$ cat src/rtl/branch_resolve.sv
// branch_resolve: resolves branch/jump outcome, issues PC redirect with multi-cycle flush, keeps branch statistics
module branch_resolve #(
  parameter int FLUSH_CYCLES = 2,
  parameter int CNT_W = 16
) (
  input  logic             i_clk,
  input  logic             i_rst,
  input  logic             i_valid,
  input  logic             i_is_branch,
  input  logic             i_is_jal,
  input  logic             i_is_jalr,
  input  logic [31:0]      i_pc,
  input  logic [31:0]      i_imm,
  input  logic [31:0]      i_rs1,
  input  logic [31:0]      i_cmp_result,
  input  logic             i_clr_cnt,
  output logic             o_redirect,
  output logic [31:0]      o_target,
  output logic [31:0]      o_link,
  output logic             o_link_valid,
  output logic             o_flush,
  output logic             o_misalign,
  output logic [31:0]      o_bad_addr,
  output logic [CNT_W-1:0] o_branch_cnt,
  output logic [CNT_W-1:0] o_taken_cnt
);
  localparam int FW = FLUSH_CYCLES > 1 ? $clog2(FLUSH_CYCLES) : 1;
  typedef enum logic {IDLE, FLUSH} state_t;
  state_t state, state_nxt;
  logic [FW-1:0] fcnt, fcnt_nxt;
  logic acc, is_br, is_jump, taken, mis, go, link_go, br_inc, tk_inc;
  logic [31:0] tgt;
  logic unused_cmp;
  assign unused_cmp = ^i_cmp_result[31:1];
  assign acc = i_valid && state == IDLE;
  assign is_jump = i_is_jal || i_is_jalr;
  assign is_br = !is_jump && i_is_branch;
  assign taken = is_jump || (is_br && i_cmp_result[0]);
  assign tgt = i_is_jalr ? (i_rs1 + i_imm) & ~32'h1 : i_pc + i_imm;
  assign mis = acc && taken && tgt[1];
  assign go = acc && taken && !tgt[1];
  assign link_go = acc && is_jump && !tgt[1];
  assign br_inc = acc && is_br;
  assign tk_inc = br_inc && i_cmp_result[0];
  assign o_flush = state == FLUSH;
  // FSM state and flush countdown register
  always_ff @(posedge i_clk or posedge i_rst) begin
    if (i_rst) begin
      state <= IDLE;
      fcnt <= '0;
    end else begin
      state <= state_nxt;
      fcnt <= fcnt_nxt;
    end
  end
  // enter FLUSH on an aligned taken redirect, leave once the countdown reaches zero
  always_comb begin
    state_nxt = state == IDLE ? (go ? FLUSH : IDLE) : (fcnt == '0 ? IDLE : FLUSH);
    fcnt_nxt = state == IDLE ? (go ? FW'(FLUSH_CYCLES - 1) : fcnt) : (fcnt == '0 ? fcnt : fcnt - FW'(1));
  end
  // registered redirect, link and misalign reporting
  always_ff @(posedge i_clk or posedge i_rst) begin
    if (i_rst) begin
      o_redirect <= 1'b0;
      o_target <= '0;
      o_link <= '0;
      o_link_valid <= 1'b0;
      o_misalign <= 1'b0;
      o_bad_addr <= '0;
    end else begin
      o_redirect <= go;
      o_link_valid <= link_go;
      o_misalign <= mis;
      if (go) o_target <= tgt;
      if (link_go) o_link <= i_pc + 32'd4;
      if (mis) o_bad_addr <= tgt;
    end
  end
  // saturating branch statistics, clear wins over a simultaneous increment
  always_ff @(posedge i_clk or posedge i_rst) begin
    if (i_rst) begin
      o_branch_cnt <= '0;
      o_taken_cnt <= '0;
    end else if (i_clr_cnt) begin
      o_branch_cnt <= '0;
      o_taken_cnt <= '0;
    end else begin
      if (br_inc && !(&o_branch_cnt)) o_branch_cnt <= o_branch_cnt + 1'b1;
      if (tk_inc && !(&o_taken_cnt)) o_taken_cnt <= o_taken_cnt + 1'b1;
    end
  end
endmodule
$ cat config.mk
export PLATFORM = sky130hd
export DESIGN_NAME = branch_resolve
export DESIGN_NICKNAME = d
export VERILOG_FILES = /design/src/rtl/branch_resolve.sv
export SDC_FILE = /design/constraint.sdc
export NUM_CORES = 1
export LEC_CHECK = 0
export ABC_AREA = 1
export CORE_ASPECT_RATIO = 1.1
export CORE_MARGIN = 10
export CORE_UTILIZATION = 50
export CTS_BUF_LIST = sky130_fd_sc_hd__clkbuf_4 sky130_fd_sc_hd__clkbuf_8 sky130_fd_sc_hd__clkbuf_16
export DETAILED_ROUTE_END_ITERATION = 12
export GPL_TIMING_DRIVEN = 0
export PLACE_DENSITY = 0.8
export SLEW_MARGIN = 20
export SYNTH_ARGS = -nofsm -noshare
export SYNTH_HDL_FRONTEND = slang
export SYNTH_SLANG_ARGS = --single-unit
$ cat constraint.sdc
create_clock -name i_clk -period 11.14 [get_ports i_clk]
set_input_delay 2.228 -clock i_clk [delete_from_list [all_inputs] [get_ports i_clk]]
set_output_delay 2.228 -clock i_clk [all_outputs]
set_load 0.01 [all_outputs]
==> flow_summary.json <==
{
  "status": "complete, no violations",
  "antennaDiodeCount": 0,
  "slew-limit-headroom": 0.499,
  "clkTransAtPathRegs_ns": 0.07,
  "dpl.hpwl_mm": 32.4,
  "worstPathRequired_ns": 11.51,
  "placed_area_sq_mm": 0.0139,
  "fp-row-count": 57,
  "clockBufferDepth": 2,
  "r2r_cells": 9,
  "final_cells": 2401,
  "power_density_mw_per_mm2": 160,
  "die_y_microns": 177,
  "drc": 0,
  "async_flop_share": 1.00,
  "grt-ovfl-total": 0,
  "finalWirelength_mm": 39.3,
  "crit_path_cell_trace": "clkdlybuf4s50_1, ha_1, inv_1, fa_1, o21ai_1, inv_1, nand2_1, inv_1, clkbuf_1, nand2_1, nand2_1",
  "holdBufCountCts": 0,
  "final_core_util": 0.658,
  "critical_path_class": "input port to register",
  "start_util": 0.507,
  "via_count": 12400,
  "fin_crit_sh": 0.407,
  "ys_seq_area_frac": 0.298,
  "syn_area_sq_mm": 0.0112,
  "ys.flop_type": "dfrtp_1",
  "ant_nets": 0,
  "via_per_inst": 5.16,
  "drive_gt1_frac": 0.0294,
  "synth-edff-count": 0,
  "peakVddDrop_mv": 0.104,
  "r2r-start": "o_flush",
  "synth_cell_types": 41,
  "holdWs_ns": 0.477,
  "syn-num-nets": 2040,
  "cts.sinks": 133,
  "crit_path_max_fanout": 10,
  "syn_area_per_cell_sq_um": 6.08,
  "ioPinCount": 267,
  "synthTopCellsByCount": "760 x nand2_1, 306 x inv_1, 142 x nor2_1",
  "r2r_slack_ns": 9.01,
  "fin_nets": 2294,
  "worst_pin_slew_ns": 0.751,
  "max_clock_freq_ghz": 0.220,
  "combPwrFrac": 0.435,
  "finalSetupViolCount": 0,
  "grt_max_degree": 94,
  "synthToLayoutAreaGrowth_pct": 29.6,
  "startpoint_type": "input port",
  "cts_tree": "built",
  "hp-class": "register to register",
  "fin_tns_setup_ns": 0,
  "antenna_found_initial": 0,
  "place_inst": 2369,
  "numCtsBuffers": 17,
  "synth_top_area_cell": "dfrtp_1",
  "slew_violations": 0,
  "grt_pass1_vias": 11900,
  "syn_inst": 1839,
  "switching_share": 0.379,
  "grtUsageTotal": 0.268,
  "synth.area.top_cells": "dfrtp_1 30%, nand2_1 26%, inv_1 10%",
  "wl_per_cell_microns": 16.4,
  "maxCapViolCount": 0,
  "cp-endpoint": "o_link[20]",
  "netlist.area_leader.share": 0.298,
  "grt_pass1_wl_mm": 61.5,
  "p_leak_nw": 7.83,
  "die_w_microns": 163,
  "post_cts_buffers": 0,
  "finalHoldViolCount": 0,
  "p_seq_frac": 0.326,
  "cts_resized": 0,
  "cp.arrival_ns": 4.91,
  "die-area_sq_mm": 0.0287,
  "clock-root-buffer": "clkbuf_16",
  "power.switching_mw": 0.879,
  "crit_path_start": "i_pc[0]",
  "final_cell_area_sq_mm": 0.0145,
  "nFillCells": 2045,
  "ys_ff_latch": 133,
  "critPathSlowestCell": "clkdlybuf4s50_1",
  "synth_most_common_cell": "nand2_1",
  "h-tree-depth": 4,
  "core-area_sq_mm": 0.0220,
  "rsz0062_at_grt": "false",
  "port_buffers": 234,
  "finClkSkew_ns": 0.0110,
  "routabilityCongestion": 0.955,
  "drt_pass1_iterations": 7,
  "first_iter_violations": 1069,
  "end_kind": "register",
  "yosysWarningCount": 0,
  "p_clk_frac": 0.238,
  "finalCriticalPeriod_ns": 4.54,
  "internal_power_mw": 1.44,
  "worstSkewPairLatency_ns": 0.43,
  "cpPeakStageDelay_ns": 0.53,
  "worstReg2RegEnd": "o_bad_addr[2]"
}
## routing by layer
metal,track usage,wire (microns)
met1,0.324,16100
met2,0.465,19100
met3,0.0496,2760
met4,0.0977,1310
met5,0,0
## critical path: cells and delay by family
kind,cells,cell delay (ns)
compound gates,1,0.10
buf+inv,5,1.41
fa+ha+maj,2,0.73
simple gates,3,0.42
## placed cells by master, fill, tap and decap left out, drive strengths merged, types with 4 or more instances in the layout
cell type	synthesis	final
nand2	762	762
inv	307	313
clkdlybuf4s50	0	234
nor2	144	144
dfrtp	133	133
nand3	112	112
a21oi	69	69
o21ai	69	69
ha	64	64
clkbuf	15	34
nor3	33	33
xor2	25	25
nand4	19	19
buf	15	16
xnor2	14	14
nand3b	10	10
or2	9	9
nor4	8	8
a31oi	6	6
o21bai	6	6
mux2i	4	4
clkinv	0	4
## stage by stage
stage | setup WS, ns | total power [mW]
5_1_grt | 6.41 | 2.46
6_report | 6.60 | 2.32
3_5_place_dp | 6.19 | 1.77
3_3_place_gp | 3.48 | 1.75
4_1_cts | 6.62 | 2.33
2_1_floorplan | 5.36 | 1.21
## cell families (layout without fill, tap and decap cells)
logic type	count (synthesis)	count (layout)	share of synthesized area
AOI/OAI and AO/OA	158	158	0.0753
xor gates and xnor gates	39	39	0.0306
adders and majority gates	66	66	0.0752
buffers and inverters	337	604	0.115
DFF	133	133	0.298
muxes	4	4	0.00358
and+or+nand+nor	1102	1102	0.403
## final cells by class
class,count,area (sq um),area share
Buffer,30,130,0.00898
Clock buffer,19,453,0.0313
Clock inverter,13,114,0.00786
Inverter,307,1160,0.0800
Multi-Input combinational cell,1369,6570,0.453
Sequential cell,133,3330,0.230
Tap cell,295,369,0.0255
Timing Repair Buffer,235,2370,0.164
## worst min-delay path by stage
| stage | cells after the start | startpoint | to | slack (ns) |
|---|---|---|---|---|
| floorplan | 2 | fcnt | fcnt | 0.49 |
| global placement | 2 | o_target[1] | o_target[1] | 0.45 |
| detailed placement | 1 | o_bad_addr[1] | o_bad_addr[1] | 0.45 |
| CTS | 2 | o_target[0] | o_target[0] | 0.48 |
| global route | 2 | o_target[20] | o_target[20] | 0.50 |
| finish | 2 | o_link[22] | o_link[22] | 0.48 |
## sequential cells by signal, summed over array words and instances, names as in the netlist
signal,flops
o_taken_cnt,16
o_link_valid,1
o_link,32
o_flush,1
o_bad_addr,32
o_redirect,1
o_branch_cnt,16
o_target,32
fcnt,1
o_misalign,1
## power groups by stage
stage / combinational, mW / clock [mW] / sequential (mW)
after floorplan: 0.385 / 0 / 0.827
after global placement: 0.995 / 0 / 0.759
after detailed placement: 1.01 / 0 / 0.759
after CTS: 1.02 / 0.558 / 0.756
after global routing: 1.11 / 0.579 / 0.775
final: 1.01 / 0.553 / 0.756
No activity file was read; power rests on OpenSTA's default activity.
